### config.mk
export PLATFORM = sky130hd
export DESIGN_NAME = sync_gate_queue
export DESIGN_NICKNAME = d
export VERILOG_FILES = /design/src/rtl/sync_gate_queue.sv
export SDC_FILE = /design/constraint.sdc
export NUM_CORES = 1
export LEC_CHECK = 0
export ABC_CLOCK_PERIOD_IN_PS = 3270
export CORE_MARGIN = 2
export CORE_UTILIZATION = 26
export CTS_CLUSTER_DIAMETER = 80
export DETAILED_ROUTE_END_ITERATION = 8
export DONT_BUFFER_PORTS = 1
export PLACE_DENSITY = 0.51
export SYNTH_ARGS = -nofsm -noshare
export SYNTH_HDL_FRONTEND = slang
export SYNTH_SLANG_ARGS = --single-unit
export TNS_END_PERCENT = 100
### constraint.sdc
create_clock -name clk_i -period 3.27 [get_ports clk_i]
set_input_delay 0.327 -clock clk_i [delete_from_list [all_inputs] [get_ports clk_i]]
set_output_delay 0.327 -clock clk_i [all_outputs]
set_load 0.01 [all_outputs]
### src/rtl/sync_gate_queue.sv
// sync_gate_queue: single-clock multi-slot data gate.
// Each slot passes ownership between the writer (src) and reader (dst) sides,
// with a programmable hand-over delay so timing stays gate-like.
//
// Per-slot state table:
//   state   | meaning
//   SRC_OWN | slot free, writable by src when at wrPtr
//   TO_DST  | written, counting down HANDOVER before dst may see it
//   DST_OWN | readable by dst when at rdPtr
//   TO_SRC  | released, counting down HANDOVER before src may reuse it
module sync_gate_queue #(
    parameter int WIDTH    = 8,
    parameter int DEPTH    = 4,
    parameter int HANDOVER = 2
) (
    input  logic                       clk_i,
    input  logic                       rstn_i,
    input  logic                       srcWrite_i,
    input  logic [WIDTH-1:0]           srcData_i,
    output logic                       srcOpen_o,
    input  logic                       dstRead_i,
    output logic [WIDTH-1:0]           dstData_o,
    output logic                       dstOpen_o,
    output logic [$clog2(DEPTH+1)-1:0] dstCount_o,
    input  logic                       clrErr_i,
    output logic                       errWrite_o,
    output logic                       errRead_o
);

    localparam int PW = (DEPTH > 1) ? $clog2(DEPTH) : 1;
    localparam int CW = (HANDOVER > 0) ? $clog2(HANDOVER + 1) : 1;
    localparam int NW = $clog2(DEPTH + 1);

    typedef enum logic [1:0] {
        SRC_OWN = 2'd0,
        TO_DST  = 2'd1,
        DST_OWN = 2'd2,
        TO_SRC  = 2'd3
    } slotState_t;

    slotState_t       slotSt     [DEPTH];
    slotState_t       slotStNext [DEPTH];
    logic [CW-1:0]    cnt        [DEPTH];
    logic [CW-1:0]    cntNext    [DEPTH];
    logic [WIDTH-1:0] data       [DEPTH];
    logic [WIDTH-1:0] dataNext   [DEPTH];
    logic [PW-1:0]    wrPtr, wrPtrNext;
    logic [PW-1:0]    rdPtr, rdPtrNext;
    logic             errWrite, errWriteNext;
    logic             errRead, errReadNext;
    logic             wrHon, rdHon;
    logic [NW-1:0]    dstCount;

    assign srcOpen_o  = (slotSt[wrPtr] == SRC_OWN);
    assign dstOpen_o  = (slotSt[rdPtr] == DST_OWN);
    assign dstData_o  = data[rdPtr];
    assign dstCount_o = dstCount;
    assign errWrite_o = errWrite;
    assign errRead_o  = errRead;

    // A request is only honoured when the slot at its pointer is open to that side.
    assign wrHon = srcWrite_i & srcOpen_o;
    assign rdHon = dstRead_i & dstOpen_o;

    // Next-state for every slot, both pointers and the sticky error flags.
    always_comb begin
        wrPtrNext    = wrPtr;
        rdPtrNext    = rdPtr;
        errWriteNext = (errWrite & ~clrErr_i) | (srcWrite_i & ~srcOpen_o);
        errReadNext  = (errRead & ~clrErr_i) | (dstRead_i & ~dstOpen_o);
        for (int i = 0; i < DEPTH; i++) begin
            slotStNext[i] = slotSt[i];
            cntNext[i]    = cnt[i];
            dataNext[i]   = data[i];
            case (slotSt[i])
                SRC_OWN: begin
                    if (wrHon && (wrPtr == PW'(i))) begin
                        slotStNext[i] = TO_DST;
                        cntNext[i]    = CW'(HANDOVER);
                        dataNext[i]   = srcData_i;
                    end
                end
                TO_DST: begin
                    if (cnt[i] == '0) slotStNext[i] = DST_OWN;
                    else              cntNext[i]    = cnt[i] - CW'(1);
                end
                DST_OWN: begin
                    if (rdHon && (rdPtr == PW'(i))) begin
                        slotStNext[i] = TO_SRC;
                        cntNext[i]    = CW'(HANDOVER);
                    end
                end
                TO_SRC: begin
                    if (cnt[i] == '0) slotStNext[i] = SRC_OWN;
                    else              cntNext[i]    = cnt[i] - CW'(1);
                end
                default: slotStNext[i] = SRC_OWN;
            endcase
        end
        if (wrHon) wrPtrNext = (wrPtr == PW'(DEPTH - 1)) ? '0 : wrPtr + PW'(1);
        if (rdHon) rdPtrNext = (rdPtr == PW'(DEPTH - 1)) ? '0 : rdPtr + PW'(1);
    end

    // Readable-slot count follows the registered slot states directly.
    always_comb begin
        dstCount = '0;
        for (int i = 0; i < DEPTH; i++) begin
            if (slotSt[i] == DST_OWN) dstCount = dstCount + NW'(1);
        end
    end

    // State register; synchronous reset discards all in-flight hand-overs and data.
    always_ff @(posedge clk_i) begin
        if (!rstn_i) begin
            wrPtr    <= '0;
            rdPtr    <= '0;
            errWrite <= 1'b0;
            errRead  <= 1'b0;
            for (int i = 0; i < DEPTH; i++) begin
                slotSt[i] <= SRC_OWN;
                cnt[i]    <= '0;
                data[i]   <= '0;
            end
        end else begin
            wrPtr    <= wrPtrNext;
            rdPtr    <= rdPtrNext;
            errWrite <= errWriteNext;
            errRead  <= errReadNext;
            for (int i = 0; i < DEPTH; i++) begin
                slotSt[i] <= slotStNext[i];
                cnt[i]    <= cntNext[i];
                data[i]   <= dataNext[i];
            end
        end
    end

endmodule

==> reports/metrics.cfg <==
[power]
pwr-share-seq_pct = 33.8
p_leak_uw = 0.00144
switchingPower_uw = 1100
internal-power_uw = 2020
power_density_nw_per_um2 = 826
combPwrFrac_pct = 37.5
clkPwrFrac_pct = 28.7
max-vdd-ir-drop_v = 0.000403
swShare_pct = 35.3

[yosys]
synth-seq-cells = 58
synth.distinct_cells = 46
ys_seq_area_share_pct = 45.0
synthFlopType = edfxtp_1
synthArstFlopShare_pct = 0
synth_area_um2 = 3290
synth_warnings = 0
yosysTopAreaCellShare_pct = 29.2
yosysMostFrequentCell = and2_1
synth_edf_count = 32
synth_area_leaders = edfxtp_1 29%, dfxtp_1 16%, ha_1 12%, mux4_2 6.8%, and2_1 6.3%
syn_inst = 310
synth_top_cell_by_area = edfxtp_1
avgSynthCellArea_um2 = 10.6
synth_fp_nets = 355
synthTopCellsByCount = 33 x and2_1, 32 x edfxtp_1, 32 x ha_1

[floorplanning]
ioPinCount = 28
die_area_um2 = 13600
start_util_pct = 26.4
core_area_um2 = 12500
die-width_um = 117
die_h_um = 117
rows = 41

[timing]
tightest_slew_ns = 0.602
timing.slew.headroom_pct = 59.7
holdWs_ns = 0.153
maxSlewViolCount = 0
hold_viol = 0
setup-tns-final_ns = 0
final.min_clock_period_ns = 2.70
min_period_over_period_pct = 82.6
setup_viol = 0
fmax_ghz = 0.370
fin_skew_ns = 0.00418
rsz0062_at_grt = false

[status]
status = finished clean

[critical_path]
crit_chain = inv_1, ha_1, inv_1, ha_1, xor2_1, ha_1, mux2_2
slowest_delay_ns = 0.36
r2r_cells = 5
startpoint = slotSt[0][0]
ff2ff_setup_slack_ns = 1.11
cp-endpoint = dstCount_o[1]
worst_path_most_repeated_cell = ha_1
worst_path_max_delay_cell = dfxtp_1
worstSetupStartpointType = flip-flop
end_kind = output pin
cp_data_arrival_time_ns = 2.37
cp_data_required_time_ns = 2.94
worstSetupPathType = reg -> out
cp_max_fo = 8

[routing]
firstDrtPassIters = 4
wl_per_cell_um = 14.0
drtAntennaViolNets = 0
avgViaCountPerCell = 4.51
remaining_drc_errors = 0
drt_iter0_markers = 116
via_count = 2230
drt-total-wl_um = 6930

[grt]
grt_pass1_wl_um = 11300
grt_pass1_vias = 2278
grt_max_degree = 20
grt-ovfl-total = 0
global_route.usage.total_pct = 11.3
antenna_found_initial = 0

[clock_network]
htree_num_levels = 3
clk_pin_slew_worst_paths_ns = 0.05
cts_setup_buffers = 0
cts.sinks = 58
clock_latency_ns = 0.32
cts_tree = done
cts_repair_resize_count = 0
cts_buffer_depth = 2
cts_made_buffers = 9
hold_buffers = 0
cts_root_buffer = clkbuf_16

[cells_and_area]
layoutNonFillerInstCount = 494
n_fill_cell = 1289
antennaDiodeCount = 0
nets = 362
area_delta_synth_final_pct = 14.9
final_area_um2 = 3780
final_util_pct = 30.3
final_layout_size_suffix_gt1_share_pct = 13.4

[placement]
dpl-instance-area_um2 = 3490
place_congestion = 0.769
place_inst = 478
dp_hpwl_um = 4940
portBuffers = 0

[flow_run]
maxCapViolations = 0

[worst_hold_path]
hold_class = in -> reg

logic make-up after synthesis:
| family | Yosys count | synth area share (%) |
|---|---|---|
| and+or+nand+nor | 110 | 16.9 |
| DFF | 58 | 45.0 |
| AOI/OAI and AO/OA | 54 | 11.6 |
| buffers and inverters | 36 | 4.60 |
| adders and majority gates | 32 | 12.2 |
| muxes | 17 | 9.01 |
| xor gates and xnor gates | 3 | 0.798 |
power by group through the flow:
stage / combinational (µW) / sequential (µW) / clock, µW
6_report: 1170 / 1050 / 896
2_1_floorplan: 953 / 1040 / 0
3_3_place_gp: 1160 / 1060 / 0
5_1_grt: 1320 / 1080 / 956
3_5_place_dp: 1170 / 1070 / 0
4_1_cts: 1180 / 1060 / 925
registers in the layout, indices dropped and copies added (netlist names), named ones only:
register	flops
wrPtr	2
slotSt	8
cnt	8
data	32
rdPtr	2
errRead_o	1
errWrite_o	1
cells in the final DEF (no fill, tap or decap), types with 2 or more instances in the layout:
cell type  count
a21o_1         2
a21oi_1       14
a22oi_1        2
a311oi_1       2
a31o_2         2
a31oi_1        7
and2_1        33
buf_4          5
clkbuf_16      9
clkinv_2       4
dfxtp_1       26
edfxtp_1      32
ha_1          32
inv_1         26
mux2i_1        6
mux4_2        10
nand2_1       20
nand2b_1       4
nand3_1       13
nand3b_1       3
nor2_1        27
nor3_1         2
o21ai_0        8
o21ba_2        2
o22ai_2        2
o31a_1         2
o32ai_1        2
or3_1          3
xor2_1         3
routing by layer:
metal  up-vias  part of all wire (%)  global-route usage, %
met5         -                     0                      0
met4         0                   1.1                   4.05
met3         6                   4.9                   4.15
met2        43                    47                   18.4
met1      1071                    47                   13.7
li1       1110                     -                      -
worst min-delay path by stage:
stage                     startpoint   endpoint  slack [ns]  cells after the start
final                      dstRead_i  errRead_o        0.15                      2
after global routing          rstn_i  cnt[3][0]        0.15                      2
after CTS                  dstRead_i  errRead_o        0.14                      2
after detailed placement   cnt[3][1]  cnt[3][1]        0.46                      1
after global placement     cnt[3][0]  cnt[3][0]        0.44                      2
after floorplan            cnt[3][0]  cnt[3][0]        0.43                      2
area by class of cell:
| cell class | count | area [µm²] | area share (%) |
|---|---|---|---|
| sequential | 58 | 1480 | 39.2 |
| tap | 172 | 215 | 5.69 |
| clock buffer | 10 | 229 | 6.06 |
| inverter | 27 | 101 | 2.68 |
| multi-input combinational | 216 | 1660 | 43.9 |
| clock inverter | 6 | 57.6 | 1.52 |
| timing repair buffer | 5 | 37.5 | 0.993 |
stage by stage:
step	total power (µW)	setup WS [ns]
after CTS	3160	0.538
final	3120	0.569
after detailed placement	2240	0.913
after global routing	3350	0.395
after global placement	2220	0.986
after floorplan	1990	1.13
worst max-delay path: cells and delay by family (launching register included):
family                     cells  cell delay (ns)
adders and majority gates      3             0.95
DFF                            1             0.36
muxes                          1             0.29
xor gates and xnor gates       1             0.23
buffers and inverters          2             0.22
Note: power is estimated with default switching activity, not from simulation.
